===== src/rtl/multicycle_control_fsm.sv =====
// multicycle_control_fsm: multi-cycle RV32I sequencer (lw, sw, R/I ALU, beq, jal)
// with a memory handshake watchdog and a retired-instruction counter.
module multicycle_control_fsm #(
    parameter int TIMEOUT_CYCLES = 16,
    parameter int CNT_W          = 32
) (
    input  logic             clk,
    input  logic             rst,
    input  logic [6:0]       Op,
    input  logic [2:0]       funct3,
    input  logic [6:0]       funct7,
    input  logic             Zero,
    input  logic             mem_ready,
    output logic             mem_req,
    output logic             MemWrite,
    output logic             AdrSrc,
    output logic             IRWrite,
    output logic             PCWrite,
    output logic             RegWrite,
    output logic [1:0]       ALUSrcA,
    output logic [1:0]       ALUSrcB,
    output logic [1:0]       ResultSrc,
    output logic [1:0]       ImmSrc,
    output logic [2:0]       ALUControl,
    output logic             illegal_instr,
    output logic             bus_error,
    output logic [CNT_W-1:0] instret,
    output logic [3:0]       state_dbg
);
    typedef enum logic [3:0] {
        FETCH    = 4'd0,
        DECODE   = 4'd1,
        MEMADR   = 4'd2,
        MEMREAD  = 4'd3,
        MEMWB    = 4'd4,
        MEMWRITE = 4'd5,
        EXECR    = 4'd6,
        EXECI    = 4'd7,
        ALUWB    = 4'd8,
        BEQ      = 4'd9,
        JAL      = 4'd10,
        TRAP     = 4'd11
    } state_t;

    localparam logic [6:0] OP_LW  = 7'b0000011;
    localparam logic [6:0] OP_SW  = 7'b0100011;
    localparam logic [6:0] OP_R   = 7'b0110011;
    localparam logic [6:0] OP_I   = 7'b0010011;
    localparam logic [6:0] OP_BEQ = 7'b1100011;
    localparam logic [6:0] OP_JAL = 7'b1101111;
    localparam int         WW     = $clog2(TIMEOUT_CYCLES + 1);

    state_t            state_q, state_d;
    logic [WW-1:0]     wait_q, wait_d;
    logic [CNT_W-1:0]  instret_q, instret_d;
    logic              req_st, abort, retire;
    logic [2:0]        alu_op;
    logic              unused_f7;

    assign unused_f7 = ^{funct7[6], funct7[4:0]};

    always_comb begin
        req_st  = state_q inside {FETCH, MEMREAD, MEMWRITE};
        // A ready arriving in the timeout cycle still completes the access
        abort   = req_st && wait_q == WW'(TIMEOUT_CYCLES) && !mem_ready;
        alu_op  = funct3 == 3'b010 ? 3'b101 :
                  funct3 == 3'b110 ? 3'b011 :
                  funct3 == 3'b111 ? 3'b010 :
                  (funct3 == 3'b000 && state_q == EXECR && funct7[5]) ? 3'b001 : 3'b000;
        state_d = state_q;
        case (state_q)
            FETCH:    state_d = mem_ready ? DECODE : FETCH;
            DECODE:   state_d = (Op == OP_LW || Op == OP_SW) ? MEMADR :
                                Op == OP_R   ? EXECR :
                                Op == OP_I   ? EXECI :
                                Op == OP_BEQ ? BEQ   :
                                Op == OP_JAL ? JAL   : TRAP;
            MEMADR:   state_d = Op == OP_SW ? MEMWRITE : MEMREAD;
            MEMREAD:  state_d = mem_ready ? MEMWB : MEMREAD;
            MEMWRITE: state_d = mem_ready ? FETCH : MEMWRITE;
            EXECR:    state_d = ALUWB;
            EXECI:    state_d = ALUWB;
            JAL:      state_d = ALUWB;
            default:  state_d = FETCH;
        endcase
        if (abort) state_d = FETCH;
        retire    = state_d == FETCH &&
                    (state_q inside {MEMWB, ALUWB, BEQ} || (state_q == MEMWRITE && mem_ready));
        wait_d    = (state_d != state_q || abort) ? '0 :
                    (req_st && !mem_ready) ? wait_q + 1'b1 : wait_q;
        instret_d = instret_q + CNT_W'(retire);
    end

    always_ff @(posedge clk or posedge rst) begin
        if (rst) begin
            state_q   <= FETCH;
            wait_q    <= '0;
            instret_q <= '0;
        end else begin
            state_q   <= state_d;
            wait_q    <= wait_d;
            instret_q <= instret_d;
        end
    end

    always_comb begin
        mem_req       = 1'b0;
        MemWrite      = 1'b0;
        AdrSrc        = 1'b0;
        IRWrite       = 1'b0;
        PCWrite       = 1'b0;
        RegWrite      = 1'b0;
        ALUSrcA       = 2'b00;
        ALUSrcB       = 2'b00;
        ResultSrc     = 2'b00;
        ImmSrc        = 2'b00;
        ALUControl    = 3'b000;
        illegal_instr = 1'b0;
        bus_error     = 1'b0;
        if (!rst) begin
            bus_error = abort;
            case (state_q)
                FETCH: begin
                    mem_req   = !abort;
                    IRWrite   = mem_ready;
                    PCWrite   = mem_ready;
                    ALUSrcB   = mem_ready ? 2'b10 : 2'b00;
                    ResultSrc = mem_ready ? 2'b10 : 2'b00;
                end
                DECODE: begin
                    ALUSrcA = 2'b01;
                    ALUSrcB = 2'b01;
                    ImmSrc  = 2'b10;
                end
                MEMADR: begin
                    ALUSrcA = 2'b10;
                    ALUSrcB = 2'b01;
                    ImmSrc  = Op == OP_SW ? 2'b01 : 2'b00;
                end
                MEMREAD: begin
                    mem_req = !abort;
                    AdrSrc  = !abort;
                end
                MEMWB: begin
                    ResultSrc = 2'b01;
                    RegWrite  = 1'b1;
                end
                MEMWRITE: begin
                    mem_req  = !abort;
                    MemWrite = !abort;
                    AdrSrc   = !abort;
                end
                EXECR: begin
                    ALUSrcA    = 2'b10;
                    ALUControl = alu_op;
                end
                EXECI: begin
                    ALUSrcA    = 2'b10;
                    ALUSrcB    = 2'b01;
                    ALUControl = alu_op;
                end
                ALUWB:   RegWrite = 1'b1;
                BEQ: begin
                    ALUSrcA    = 2'b10;
                    ALUControl = 3'b001;
                    PCWrite    = Zero;
                end
                JAL: begin
                    ALUSrcA = 2'b01;
                    ALUSrcB = 2'b10;
                    PCWrite = 1'b1;
                end
                TRAP:    illegal_instr = 1'b1;
                default: ;
            endcase
        end
    end

    assign instret   = instret_q;
    assign state_dbg = state_q;
endmodule


===== config.mk =====
export PLATFORM = sky130hd
export DESIGN_NAME = multicycle_control_fsm
export DESIGN_NICKNAME = d
export VERILOG_FILES = /design/src/rtl/multicycle_control_fsm.sv
export SDC_FILE = /design/constraint.sdc
export NUM_CORES = 1
export LEC_CHECK = 0
export CAP_MARGIN = 5
export CORE_MARGIN = 2
export CORE_UTILIZATION = 40
export DETAILED_ROUTE_END_ITERATION = 12
export PLACE_DENSITY = 0.76
export SETUP_SLACK_MARGIN = 0.2
export SYNTH_ARGS = -nofsm -noshare
export SYNTH_HDL_FRONTEND = slang
export SYNTH_SLANG_ARGS = --single-unit

===== constraint.sdc =====
create_clock -name clk -period 4.21 [get_ports clk]
set_input_delay 1.263 -clock clk [delete_from_list [all_inputs] [get_ports clk]]
set_output_delay 1.263 -clock clk [all_outputs]
set_load 0.03 [all_outputs]

* Word level (Yosys, flattened, before mapping)
Index checks and enable logic that the tools add are counted.
** Storage, ports and cells
- Input bits :: 21
- Bits in registers :: 41
- Logic and storage cells :: 97
- Output and inout port bits :: 55
** Operators by class
- Muxes and demuxes :: 44
- Equal/unequal tests :: 22
- Reductions and logical operators :: 26
- Add/sub/neg operators :: 2
** Operators with widths (count)
- adder 32 x 1 -> 32 bit :: 1
- case mux 4 bit (6 select lines) :: 1
- 2-to-1 mux 1 bit :: 18
- equality test 4 x 3 -> 1 bit, second input constant :: 4
- equality test 4 bit, second input constant :: 4
- 2-to-1 mux 2 bit :: 8
- 2-to-1 mux 4 bit :: 4
- 2-to-1 mux 3 bit :: 5
- equality test 7 x 6 -> 1 bit, second input constant :: 2
- equality test 7 bit, second input constant :: 2
- case mux 2 bit (2 select lines) :: 3
- 2-to-1 mux 5 bit :: 2
- OR reduction 3 bit :: 3
- equality test 4 x 2 -> 1 bit, second input constant :: 2
- zero test 4 bit :: 2
- OR reduction 2 bit :: 4
- equality test 7 x 2 -> 1 bit, second input constant :: 1
- equality test 7 x 5 -> 1 bit, second input constant :: 1
- logical AND 1 bit :: 7
- equality test 3 bit, second input constant :: 2
- case mux 2 bit (3 select lines) :: 1
- case mux 3 bit (2 select lines) :: 1
- nonzero test 3 bit :: 2
- adder 5 x 1 -> 5 bit, second input constant :: 1
- other kinds (10) :: 13

* Logic depth before layout (Yosys ltp)
Gate-level depths: netlist of run 1.
- Depth in word-level cells :: 11
- Gate-level depth with buffers :: 10
- Mapped depth without buffers :: 9

* Worst setup path after synthesis of run 1
Ideal clock, no wire load.
- Path kind :: input port to output port
- Start point :: input rst
- End point :: output ImmSrc[0]
- Path slack :: -462 ps
- Data required time :: 2947 ps
- Stages on the path :: 4
- Arrival time :: 3409 ps
- Path buffers :: 1
- Cells stage by stage :: clkbuf_1 inv_1 nand3_1 nor4_1
** Between the ends
- Longest elaborated chain between the ends :: 1
** Ends and longest elaborated chain
- from (decl) :: RTL line 8 : input logic rst,
- 2-to-1 mux 2 bit :: RTL line 120 : if (!rst) begin
- to (decl) :: RTL line 23 : output logic [1:0] ImmSrc,
Every way passes these cells.

* Worst setup path after layout of run 1
- Start point :: input funct3[2]
- End point :: output ALUControl[0]
** Between the ends
- Longest elaborated chain between the ends :: 9
- Elaborated cells on any way between the ends :: 12
- Classes of those cells :: eq/ne (3); mux (6); reduce/logical (3)
** Ends and longest elaborated chain
- from (decl) :: RTL line 10 : input logic [2:0] funct3,
- zero test 3 bit :: RTL line 69 : (funct3 == 3'b000 && state_q == EXECR && funct7[5]) ? 3'b001 : 3'b000;
- logical AND 1 bit (2 in a row) :: RTL line 69
- 2-to-1 mux 1 bit :: RTL line 69
- 2-to-1 mux 2 bit :: RTL line 68 : funct3 == 3'b111 ? 3'b010 :
- 2-to-1 mux 2 bit :: RTL line 67 : funct3 == 3'b110 ? 3'b011 :
- 2-to-1 mux 3 bit * :: RTL line 66 : alu_op = funct3 == 3'b010 ? 3'b101 :
- case mux 3 bit (2 select lines) * :: RTL line 122 : case (state_q)
- 2-to-1 mux 3 bit * :: RTL line 120
- to (decl) :: RTL line 24 : output logic [2:0] ALUControl,
Every way passes the cells marked *; elsewhere a longest branch is shown, timed or not.

==> results.md, run 1 <==
- The share of the synthesized area in the top cell type is 0.405.
- The floorplan step defined a die boundary enclosing around 7000 sq um.
- For the final database, setup skew stands at 0.00786 ns.
- The first-pass iteration count of the detailed router is 4.
- Of the available clock period, the critical path in the final layout requires 0.925.
- The TritonCTS sink count is a little over 40.
- For this run, the leading register cell type out of synthesis is dfrtp_1.
- The tightest min-delay check is of the flip-flop to flip-flop type.
- The minimum clock period after layout is about 3.9 ns.
- dfrtp_1 takes more of the synthesized area than any other cell.
- In this run the core area contains 28 standard-cell rows.
- Each instance of the synthesized netlist takes up on average 9.52 sq um.
- Traced cell by cell, the critical path runs through clkdlybuf4s50_1 > inv_1 > a31oi_1 > or4_1 > a21oi_1 > buf_4.
- The die is 83.6 um wide.
- The detailed router finished its first iteration with between 60 and 70 violations.
- The worst setup timing slack at the placement stage is 0.123 ns.
- The met3 capacity usage during global routing is 0.0406.
- Overall power consumption after layout is estimated at ~1.7 mW.
- The worst register-to-register path has a setup slack of 1.24 ns.
- The number of antenna violations at the first check in global routing came to 0.
- VDD sags by at most approximately 0.38 mV.
- In the post-synthesis netlist, the cell with the most instances is dfrtp_1.
- The TritonCTS clock tree is yes.
- The endpoint arrival time on the critical path is 2.63 ns.
- The via total after detailed routing is between 2000 and 2500.
- The final hold violation count is 0.
- The sum of negative setup slack is 0 ns.
- The initial core utilization is 0.420.
- The count of mapped cells out of synthesis is 266.
- Setup violations remaining at the end of the flow were counted as 0.
- The number of pins exceeding their max-slew limit in the final report is 0.
- Measured on the finished design, the core utilization comes to 0.567.
- The total number of nets in the final design is 361.
- In the synthesized netlist, the cells that appear most often are dfrtp_1 (41), xnor2_1 (26), nand3_1 (20), nand2_1 (17), nor2_1 (16).
- The number of buffers inserted during clock tree synthesis is 5.
- After detailed routing, the number of remaining DRC violations is 0.
- The number of enable-type register cells in the synthesized netlist is 0.
- Yosys printed 0 warnings.
- In the synthesized netlist the async set-or-reset flop fraction comes to 1.00.
- In the final routed layout, each cell accounts on average for ~15 um.
- In this run the cell area of the synthesized design comes to 2530 sq um.
- The tool flagged a number of max-cap violations equal to 0.
- For the worst setup path, the data required time is 2.95 ns.
- The delay of the slowest critical-path stage is 0.45 ns.
- The count of hold-fix buffers inserted at cts is 0.
- The count of cells in the finished layout, fillers not included, comes to slightly above 400.
- The worst setup slack after layout is 0.316 ns.
- The run finished with clean final reports.
- The measured slew at the worst slew-check pin is roughly 1.1 ns.
- The number of inserted diodes is 0.
- In the post-synthesis netlist, the biggest area contributors are dfrtp_1 (41%), xnor2_1 (9.0%), nand3_1 (4.0%).
- The placer's final routability congestion estimate is 0.789.
- The post-synthesis sequential element count is 41.
- The maximum number of pins on one net before global-route repair is 42.
- The post-detailed-routing wire length is 6110 um.
- The source-to-sink clock delay at the later pin of the worst-skew pair is between 0.2 and 0.3 ns.
- The met1 usage in global routing is 0.223.
- The floorplan step set the die height to 83.6 um.
- The core outline area is 6030 sq um.
- The wire length of the first global-routing pass is around 10000 um.
- The number of buffer cells added on primary ports is 69.
- STA classifies the critical path startpoint as a primary input.
- In this run the worst path has a maximum fanout of 2.
- When the netlist entered floorplanning its net count stood at between 200 and 300.
- The sum of overflow across all layers after global routing is 0.
- The number of global-route vias before repair came to 2134.
- Summed over all cells, the static leakage comes to 1.42 nW.
- Relative to the synthesized area, the layout overhead comes to 35.0%.
- On the critical path, the stage with the largest delay is an instance of clkdlybuf4s50_1.
- The remaining max-slew budget at the tightest pin is 0.229.
- For met2 alone, demand over resource in global routing was 0.308.
- The global-route usage over all layers is 0.176.
- The number of buffers inserted by post-CTS setup repair is 0.
- The number of vias per cell after detailed routing is 5.52.
- The clock transition time at the flip-flop clock pins of the worst setup and hold paths is 0.08 ns.
- The H-tree depth is 2.
- The critical path endpoint category is a primary output.
- The routing layer with the top usage in global route is met2.
- Dividing total power by cell area gives a power density of 492 nW/um^2.
- The number of nets still failing antenna checks after routing is 0.
- Fill cells in the final layout number approximately 540.
- 76 I/O pins were placed.
- Of the cells placed in the final design, the portion with a size suffix greater than 1 is 0.160.
- For this run, the top clock speed supported by timing is 0.257 GHz.
- Setup repair after global routing left no endpoint under its margin.
- For this run, the register share of the synthesized area comes to 0.405.
- The cell count after placement is roughly 400.
- The number of distinct library cells after synthesis is 55.
- The post-cts sizing count is 4.
- The root cell of the clock tree is clkbuf_8.
- In this run the deepest clock path goes through 2 buffers.
- The half-perimeter wire length after placement is 4500 um.
- The critical path is of the primary input to primary output type.
## cell usage in the layout (no fill, tap or decap), types with 3 or more instances in the layout
cell type        count
a211oi_1             4
a21oi_1             11
buf_4               23
clkbuf_8             5
clkdlybuf4s50_1     49
dfrtp_1             41
dlygate4sd2_1        4
ha_1                 4
inv_1                9
nand2_1             17
nand2b_1             5
nand3_1             20
nand4_1             11
nor2_1              16
nor3_1               8
nor3_2               3
nor4_1               9
o21ai_0             14
or3_1                5
xnor2_1             26
xor2_1               6
## layer usage
metal  share of wire  up-vias
met5               0        -
met4          0.0029        0
met3           0.049        2
met2            0.51       59
met1            0.44     1100
li1                -     1115
## path summary, 6_finish.rpt
path / cells past startpoint / to / from
min in group asynchronous: 3 / state_dbg[3] / rst
worst min-delay path: 1 / instret[29] / instret[29]
worst max register to register: 10 / instret[22] / state_dbg[2]
max in group asynchronous: 3 / instret[8] / rst
worst max-delay path: 6 / ALUControl[0] / funct3[2]
worst min register to register: 1 / instret[29] / instret[29]
## power by group
group	internal [mW]	total, mW	switching (mW)
Clock	0.239	0.380	0.141
Combinational	0.295	0.758	0.463
Sequential	0.438	0.543	0.105
Total	0.972	1.68	0.709
## critical path, delay by kind of cell
family	cells	cell delay, ns
compound gates	2	0.26
buf+inv	3	0.72
simple gates	1	0.40
## area by class of cell
class	instances	area [sq um]	share of cell area
multi-input cells	201	1420	0.415
flip-flops and latches	41	1030	0.300
repair buffers	76	698	0.204
well taps	75	93.8	0.0275
inverters	11	45.0	0.0132
clock buffers	5	68.8	0.0201
clock inverters	3	68.8	0.0201
## sequential cells by signal, summed over array words and instances, names as in the netlist
signal and flops:
wait_q 5, state_dbg 4, instret 32
## stage by stage
step / hold slack [ns] / instance area, sq um
floorplan: 0.545 / 2550
global placement: 0.460 / 3280
detailed placement: 0.483 / 3280
CTS: 0.499 / 3410
global route: 0.532 / 3420
finish: 0.492 / 3420
## cells by family (layout without fill, tap and decap cells)
kind of cell               after synthesis  after routing  synth area share
AOI/OAI and AO/OA                       40             40             0.109
xor gates and xnor gates                33             33             0.117
adders and majority gates                4              4            0.0198
buffers and inverters                   24             95            0.0440
DFF                                     41             41             0.405
muxes                                    2              2           0.00791
and+or+nand+nor                        122            122             0.297
Note: power is estimated with default switching activity, not from simulation.
==> run 2: changes to the inputs <==
--- a/config.mk
+++ b/config.mk
@@ -5,6 +5,7 @@
 export SDC_FILE = /design/constraint.sdc
 export NUM_CORES = 1
 export LEC_CHECK = 0
+export ABC_AREA = 0
 export CAP_MARGIN = 5
 export CORE_MARGIN = 2
 export CORE_UTILIZATION = 40
==> results of run 2 <==
The final DEF is identical to that of run 1; final timing and power are the same.
==> run 3: changes to the inputs <==
--- a/config.mk
+++ b/config.mk
@@ -6,6 +6,7 @@
 export NUM_CORES = 1
 export LEC_CHECK = 0
 export ABC_AREA = 0
+export ABC_CLOCK_PERIOD_IN_PS = 4210
 export CAP_MARGIN = 5
 export CORE_MARGIN = 2
 export CORE_UTILIZATION = 40
==> results of run 3 <==
The final DEF is identical to that of run 1; final timing and power are the same.
